File: src/rtl/lde_gate_sequencer_if.sv
// Write-request / latch-bank bus for lde_gate_sequencer.
// The master side drives REQ/ADDR/DIN. The slave side is the sequencer,
// which drives the handshake, status and latch-bank pins.
interface lde_gate_sequencer_if #(
    parameter int WIDTH  = 8,
    parameter int NWORDS = 4,
    parameter int AW     = 2
);
    logic              REQ;
    logic [AW-1:0]     ADDR;
    logic [WIDTH-1:0]  DIN;
    logic              ACK;
    logic [WIDTH-1:0]  D;
    logic              G;
    logic [NWORDS-1:0] GE;
    logic              BUSY;
    logic              DONE;
    logic              ERR;

    modport master (output REQ, ADDR, DIN,
                    input  ACK, D, G, GE, BUSY, DONE, ERR);
    modport slave  (input  REQ, ADDR, DIN,
                    output ACK, D, G, GE, BUSY, DONE, ERR);
endinterface

File: src/rtl/lde_gate_sequencer.sv
// Write sequencer for a bank of NWORDS x WIDTH active-low-gate latches.
// Each accepted write produces a setup / open / hold waveform:
//   - D and GE settle first.
//   - G then goes low for PULSE_CYC cycles.
//   - G closes while D and GE are still held.
// As a result, G edges never coincide with D or GE edges.
// Optional macro LDESEQ_BACK2BACK_EN: accept a new write in FIN so that
// consecutive writes run with no IDLE gap.
// ADDR must be wide enough to index every word (2**AW >= NWORDS).
module lde_gate_sequencer #(
    parameter int WIDTH     = 8,
    parameter int NWORDS    = 4,
    parameter int AW        = 2,
    parameter int SETUP_CYC = 1,
    parameter int PULSE_CYC = 2,
    parameter int HOLD_CYC  = 1
) (
    input  logic C,
    input  logic CLR,
    lde_gate_sequencer_if.slave bus
);

`ifdef LDESEQ_BACK2BACK_EN
    localparam bit B2B = 1'b1;
`else
    localparam bit B2B = 1'b0;
`endif

    // A zero-length phase would merge edges, so each phase lasts at least one cycle.
    localparam int S_EFF = (SETUP_CYC < 1) ? 1 : SETUP_CYC;
    localparam int P_EFF = (PULSE_CYC < 1) ? 1 : PULSE_CYC;
    localparam int H_EFF = (HOLD_CYC  < 1) ? 1 : HOLD_CYC;
    localparam int MAX_SP = (S_EFF > P_EFF) ? S_EFF : P_EFF;
    localparam int MAXC   = (MAX_SP > H_EFF) ? MAX_SP : H_EFF;
    localparam int CW     = $clog2(MAXC + 1);

    typedef enum logic [2:0] {IDLE, SETUP, OPEN, HOLD, FIN} state_t;

    state_t            state_q;
    logic [CW-1:0]     cnt_q;
    logic [WIDTH-1:0]  d_q;
    logic [NWORDS-1:0] ge_q;
    logic              g_q, ack_q, busy_q, done_q, err_q, errlat_q;

    logic [NWORDS-1:0] ge_dec_d;
    logic              err_d, xfer_d;
    logic              setup_last, open_last, hold_last;

    // Decode the target word. Out-of-range addresses give an all-zero enable.
    always_comb begin
        ge_dec_d = '0;
        for (int i = 0; i < NWORDS; i++)
            if (bus.ADDR == AW'(i)) ge_dec_d[i] = 1'b1;
        err_d  = ~|ge_dec_d;
        xfer_d = bus.REQ && ack_q && ((state_q == IDLE) || (B2B && state_q == FIN));
    end

    assign setup_last = (cnt_q == CW'(S_EFF - 1));
    assign open_last  = (cnt_q == CW'(P_EFF - 1));
    assign hold_last  = (cnt_q == CW'(H_EFF - 1));

    // Sequencer FSM. Every output is a register, so REQ/ADDR/DIN never reach a pin combinationally.
    always_ff @(posedge C or posedge CLR) begin
        if (CLR) begin
            state_q  <= IDLE;
            cnt_q    <= '0;
            d_q      <= '0;
            ge_q     <= '0;
            g_q      <= 1'b1;
            ack_q    <= 1'b0;
            busy_q   <= 1'b0;
            done_q   <= 1'b0;
            err_q    <= 1'b0;
            errlat_q <= 1'b0;
        end else begin
            done_q <= 1'b0;
            err_q  <= 1'b0;
            case (state_q)
                IDLE: begin
                    ack_q  <= 1'b1;
                    busy_q <= 1'b0;
                    g_q    <= 1'b1;
                    ge_q   <= '0;
                end
                SETUP: begin
                    if (setup_last) begin
                        cnt_q   <= '0;
                        g_q     <= 1'b0;
                        state_q <= OPEN;
                    end else begin
                        cnt_q <= cnt_q + 1'b1;
                    end
                end
                OPEN: begin
                    if (open_last) begin
                        cnt_q   <= '0;
                        g_q     <= 1'b1;
                        state_q <= HOLD;
                    end else begin
                        cnt_q <= cnt_q + 1'b1;
                    end
                end
                HOLD: begin
                    if (hold_last) begin
                        cnt_q   <= '0;
                        ge_q    <= '0;
                        done_q  <= 1'b1;
                        err_q   <= errlat_q;
                        ack_q   <= B2B;
                        state_q <= FIN;
                    end else begin
                        cnt_q <= cnt_q + 1'b1;
                    end
                end
                FIN: begin
                    busy_q  <= 1'b0;
                    ack_q   <= 1'b1;
                    state_q <= IDLE;
                end
                default: state_q <= IDLE;
            endcase
            // An accepted transfer overrides the state's own update. This is
            // the only place where D is loaded.
            if (xfer_d) begin
                d_q      <= bus.DIN;
                ge_q     <= ge_dec_d;
                errlat_q <= err_d;
                g_q      <= 1'b1;
                ack_q    <= 1'b0;
                busy_q   <= 1'b1;
                cnt_q    <= '0;
                state_q  <= SETUP;
            end
        end
    end

    assign bus.ACK  = ack_q;
    assign bus.D    = d_q;
    assign bus.G    = g_q;
    assign bus.GE   = ge_q;
    assign bus.BUSY = busy_q;
    assign bus.DONE = done_q;
    assign bus.ERR  = err_q;

endmodule

File: src/flat_wrapper.sv
// flat-port wrapper written by rule: the top's interface ports become plain ports
module lde_gate_sequencer_flat 
#(
    parameter int WIDTH     = 8,
    parameter int NWORDS    = 4,
    parameter int AW        = 2,
    parameter int SETUP_CYC = 1,
    parameter int PULSE_CYC = 2,
    parameter int HOLD_CYC  = 1
)
  (C, CLR, bus_REQ, bus_ADDR, bus_DIN, bus_ACK, bus_D, bus_G, bus_GE, bus_BUSY, bus_DONE, bus_ERR);
  lde_gate_sequencer_if #(.WIDTH(WIDTH), .NWORDS(NWORDS), .AW(AW)) bus_i ();
  input  logic C;
  input  logic CLR;
  input wire logic [$bits(bus_i.REQ)-1:0] bus_REQ;
  input wire logic [$bits(bus_i.ADDR)-1:0] bus_ADDR;
  input wire logic [$bits(bus_i.DIN)-1:0] bus_DIN;
  output wire logic [$bits(bus_i.ACK)-1:0] bus_ACK;
  output wire logic [$bits(bus_i.D)-1:0] bus_D;
  output wire logic [$bits(bus_i.G)-1:0] bus_G;
  output wire logic [$bits(bus_i.GE)-1:0] bus_GE;
  output wire logic [$bits(bus_i.BUSY)-1:0] bus_BUSY;
  output wire logic [$bits(bus_i.DONE)-1:0] bus_DONE;
  output wire logic [$bits(bus_i.ERR)-1:0] bus_ERR;
  assign bus_i.REQ = bus_REQ;
  assign bus_i.ADDR = bus_ADDR;
  assign bus_i.DIN = bus_DIN;
  assign bus_ACK = bus_i.ACK;
  assign bus_D = bus_i.D;
  assign bus_G = bus_i.G;
  assign bus_GE = bus_i.GE;
  assign bus_BUSY = bus_i.BUSY;
  assign bus_DONE = bus_i.DONE;
  assign bus_ERR = bus_i.ERR;
  lde_gate_sequencer #(.WIDTH(WIDTH), .NWORDS(NWORDS), .AW(AW), .SETUP_CYC(SETUP_CYC), .PULSE_CYC(PULSE_CYC), .HOLD_CYC(HOLD_CYC)) u_core (.C(C), .CLR(CLR), .bus(bus_i));
endmodule
File: config.mk
export PLATFORM = sky130hd
export DESIGN_NAME = lde_gate_sequencer_flat
export DESIGN_NICKNAME = d
export VERILOG_FILES = /design/src/rtl/lde_gate_sequencer_if.sv /design/src/rtl/lde_gate_sequencer.sv /design/src/flat_wrapper.sv
export SDC_FILE = /design/constraint.sdc
export NUM_CORES = 1
export LEC_CHECK = 0
export BUFFER_PORTS_ARGS = -buffer_cell sky130_fd_sc_hd__buf_2
export CAP_MARGIN = 30
export CELL_PAD_IN_SITES_DETAIL_PLACEMENT = 1
export CELL_PAD_IN_SITES_GLOBAL_PLACEMENT = 1
export CORE_UTILIZATION = 39
export DETAILED_ROUTE_END_ITERATION = 16
export PLACE_DENSITY_LB_ADDON = 0.1
export SYNTH_ARGS = -nofsm -noshare
export SYNTH_HDL_FRONTEND = slang
export SYNTH_SLANG_ARGS = --single-unit
File: constraint.sdc
create_clock -name C -period 1.75 [get_ports C]
set_input_delay 0.525 -clock C [delete_from_list [all_inputs] [get_ports C]]
set_output_delay 0.525 -clock C [all_outputs]
set_load 0.005 [all_outputs]
==> parameters.txt <==
Parameter                              Value

Drt
  First DRT Iteration DRCs ... 3
  Post-detailed-route count of antenna-violating nets ... 0
  Number of vias per cell after detailed routing ... approximately 5.2
  WL final ... 2040 um
  Number of vias in the routed layout ... 758
  Mean routed wirelength per cell ... 14.0 um
  Number of search-and-repair iterations in the first detailed-routing pass ... 4
  Remaining design rule violation count ... 0

Die
  Die extent in x ... 53.3 um
  Die extent in y ... 53.3 um
  FP Rows ... 18
  Boundary Pins ... 30
  Die area ... 2840 sq um
  Starting density of the core ... between 40% and 50%
  Core outline area ... 2480 sq um

Place
  Gp weighted congestion ... 0.748
  Placed Instance Area ... about 1200 sq um
  Setup WS pre-CTS ... ~0.18 ns
  Number of port buffers ... 29
  Post-DP HPWL ... roughly 1600 um
  Number of cells in the design after placement ... 142

Critical path
  CP Capture Type ... output port
  Family with the most delay on the worst path ... flip-flops
  CP Data Arrival Time ... 0.97 ns
  Max incr delay on CP ... 0.56 ns
  Required time of the critical path ... 1.22 ns
  Worst-path maximum fanout ... 3
  Setup Crit Path Kind ... register to output port
  CP Cell Sequence ... buf_2
  Buffers & Inverters on Critical Path ... 1
  Max stage delay cell, worst path ... sky130_fd_sc_hd__dfstp_2
  Type of element launching the critical path ... register

Synthesis
  Synth async-reset ratio ... 100%
  Area of the mapped netlist ... 1030 sq um
  Netlist cell types ... 28
  Post-Syn Nets ... 98
  Proportion of synthesized chip area in sequential cells ... 56.2%
  Mean instance size in the synthesized netlist ... 12.5 sq um
  Most used standard cells in the synthesized netlist ... sky130_fd_sc_hd__dfrtp_1 (22), sky130_fd_sc_hd__inv_1 (8), sky130_fd_sc_hd__mux2_2 (7)
  Largest cells by area after synthesis ... sky130_fd_sc_hd__dfrtp_1 (54%), sky130_fd_sc_hd__mux2_2 (7.7%), sky130_fd_sc_hd__a32o_1 (3.9%)
  Gate count after technology mapping ... 82
  Top cell type's share of synthesized area ... 53.7%
  Most instantiated flip-flop cell in the synthesis netlist ... sky130_fd_sc_hd__dfrtp_1
  Yosys Warn Count ... 0
  Number of enable flip-flop cells after synthesis ... 0
  Most repeated cell in the gate-level netlist after synthesis ... sky130_fd_sc_hd__dfrtp_1
  Post-synth top area cell ... sky130_fd_sc_hd__dfrtp_1
  Number of flip-flops and latches in the synthesized netlist ... 23

Power and ir drop
  Leakage ... ~0.63 nW
  Total power per unit cell area ... around 1700 nW/um^2
  Switch share ... 36.5%
  Design internal power ... between 0.001 and 0.0015 W
  Net Sw Power ... around 0.00076 W
  Relative contribution of combinational cells to total power ... 43.8%
  Highest ir drop seen on vdd ... 0.000817 V
  Power share of the sequential group ... 44.2%
  Clk network pwr share ... 12.0%

Clock network
  TritonCTS clock tree ... yes
  Clock tree buffer depth ... 2
  Clock insertion delay at the later pin of the skew report ... roughly 0.31 ns
  Number of cells upsized or downsized after cts ... 0
  Setup Buffers After CTS ... 0
  Clock sink count ... 23
  Clock buffers created by TritonCTS ... 3
  Clock tree root buffer cell ... sky130_fd_sc_hd__clkbuf_4
  Clock slew seen by the registers of the worst setup and hold paths ... 0.13 ns
  Hold buffer count at CTS ... 0
  Maximum level of the CTS H-tree ... 1

Final layout
  Layout overhead on the synthesized area ... 21.3%
  Net total in the final layout ... around 130
  Non-filler cells, final ... ~150
  Design Area, Final ... about 1200 sq um
  Fraction of layout instances using a drive strength above 1 ... 42.2%
  Fillers ... 277
  Diodes inserted ... 0
  Seq. cell area ... 577 sq um
  Multi-input combinational cell area ... 388 sq um

Hold path
  Path type of the worst min-delay path ... primary input to asynchronous set/reset pin

STA
  RSZ-0062 raised after global routing ... no
  Number of failing hold endpoints at the final stage ... 0
  Remaining max-slew budget at the tightest pin ... between 70 and 80%
  Post-route clock skew ... 0.00589 ns
  Final setup fails ... 0
  Sum of negative setup slack ... 0 ns
  Upper clock frequency limit ... 669 MHz
  Slew of the pin with the lowest slew margin ... 0.447 ns
  Post-layout worst setup margin ... between 0.2 and 0.3 ns
  Final-layout worst hold slack ... around 0.19 ns
  Final Cycle Share ... approximately 85%
  Final Max Slew Viols ... 0
  Minimum period implied by the final worst setup slack ... approximately 1.5 ns

GRT
  Antenna violations before repair ... 0
  Total global routing track utilization ... 17.7%
  Largest net degree at the start of global routing ... 15
  GRT Residual Overflow ... 0
  Number of global-route vias before repair ... 807
  First-pass GRT wire length ... 3570 um

Run
  Max-cap viol count ... 0

Outcome
  Status ... completed
[metal layers]
layer	share of wire [%]	GRT usage [%]
met5	0	0
met4	1.1	6.58
met3	3.5	2.59
met2	51	31.7
met1	44	21.0
[worst paths after layout]
path	from	end	slack (ns)	cells past startpoint
setup / recovery	u_core.bus.G$_DFFE_PP1P_	bus_G	0.25	1
hold / removal	CLR	u_core.bus.D[4]$_DFFE_PP0P_	0.19	2
max in group asynchronous	CLR	u_core.state_q[1]$_DFFE_PP0P_	1.02	3
setup reg to reg	u_core.state_q[1]$_DFFE_PP0P_	u_core.bus.D[5]$_DFFE_PP0P_	0.28	3
hold reg to reg	u_core.bus.BUSY$_DFFE_PP0P_	u_core.bus.BUSY$_DFFE_PP0P_	0.49	1
min in group C	bus_DIN[0]	u_core.bus.D[0]$_DFFE_PP0P_	0.42	2
[power by group through the flow]
stage	Combinational [W]	Sequential, W	Clock (W)
finish	0.000911	0.000921	0.000250
global route	0.00104	0.000958	0.000285
CTS	0.000942	0.000925	0.000262
detailed placement	0.000940	0.000939	0
global placement	0.000889	0.000922	0
floorplan	0.000646	0.000894	0
[cells in the final DEF, fill, tap and decap left out]
cell and count:
sky130_fd_sc_hd__a21o_1 2, sky130_fd_sc_hd__a32o_1 4, sky130_fd_sc_hd__dfstp_2 1, sky130_fd_sc_hd__clkbuf_4 3, sky130_fd_sc_hd__a21oi_1 2, sky130_fd_sc_hd__clkinvlp_4 1
sky130_fd_sc_hd__buf_4 5, sky130_fd_sc_hd__dfrtp_1 22, sky130_fd_sc_hd__a2bb2oi_1 1, sky130_fd_sc_hd__xor2_1 1, sky130_fd_sc_hd__mux2i_1 2, sky130_fd_sc_hd__nor2b_1 2
sky130_fd_sc_hd__and2_1 1, sky130_fd_sc_hd__buf_2 29, sky130_fd_sc_hd__mux2_2 7, sky130_fd_sc_hd__o21ai_0 4, sky130_fd_sc_hd__a211oi_1 1, sky130_fd_sc_hd__o31ai_1 3
sky130_fd_sc_hd__nor4_4 1, sky130_fd_sc_hd__o21a_1 1, sky130_fd_sc_hd__a221oi_1 1, sky130_fd_sc_hd__nand2_1 3, sky130_fd_sc_hd__ha_1 3, sky130_fd_sc_hd__inv_1 8
sky130_fd_sc_hd__or2_2 2, sky130_fd_sc_hd__nor3b_1 2, sky130_fd_sc_hd__nor2_1 2, sky130_fd_sc_hd__nand3_1 1, sky130_fd_sc_hd__mux2_1 1
[state kept, by name, summed over array words and instances (netlist names)]
name / cells
u_core.errlat_q: 1
u_core.bus.ERR: 1
u_core.state_q: 3
u_core.bus.ACK: 1
u_core.bus.BUSY: 1
u_core.cnt_q: 2
u_core.bus.DONE: 1
u_core.bus.GE: 4
u_core.bus.D: 8
u_core.bus.G: 1
[cells by family (layout without fill, tap and decap cells)]
group | count (synthesis) | count (layout) | synth area share [%]
AND/OR/NAND/NOR | 14 | 14 | 8.90
adder cells (fa/ha/maj) | 3 | 3 | 3.66
flip-flops | 23 | 23 | 56.2
multiplexers | 10 | 10 | 10.7
XOR/XNOR | 1 | 1 | 0.854
buffers and inverters | 12 | 46 | 5.97
AO/OA/AOI/OAI | 19 | 19 | 13.7
[metrics by stage]
| stage | total power, W | utilization, % |
|---|---|---|
| floorplan | 0.00154 | - |
| global route | 0.00228 | 50.3 |
| global placement | 0.00181 | 49.0 |
| detailed placement | 0.00188 | 49.0 |
| CTS | 0.00213 | 50.3 |
| finish | 0.00208 | 50.3 |
[layout make-up]
class	count	share of cell area, %
Multi-Input combinational cell	47	31.2
Clock buffer	3	1.81
Timing Repair Buffer	34	14.7
Tap cell	30	3.02
Sequential cell	23	46.3
Clock inverter	1	0.603
Inverter	8	2.41
No activity file was read; power rests on OpenSTA's default activity.
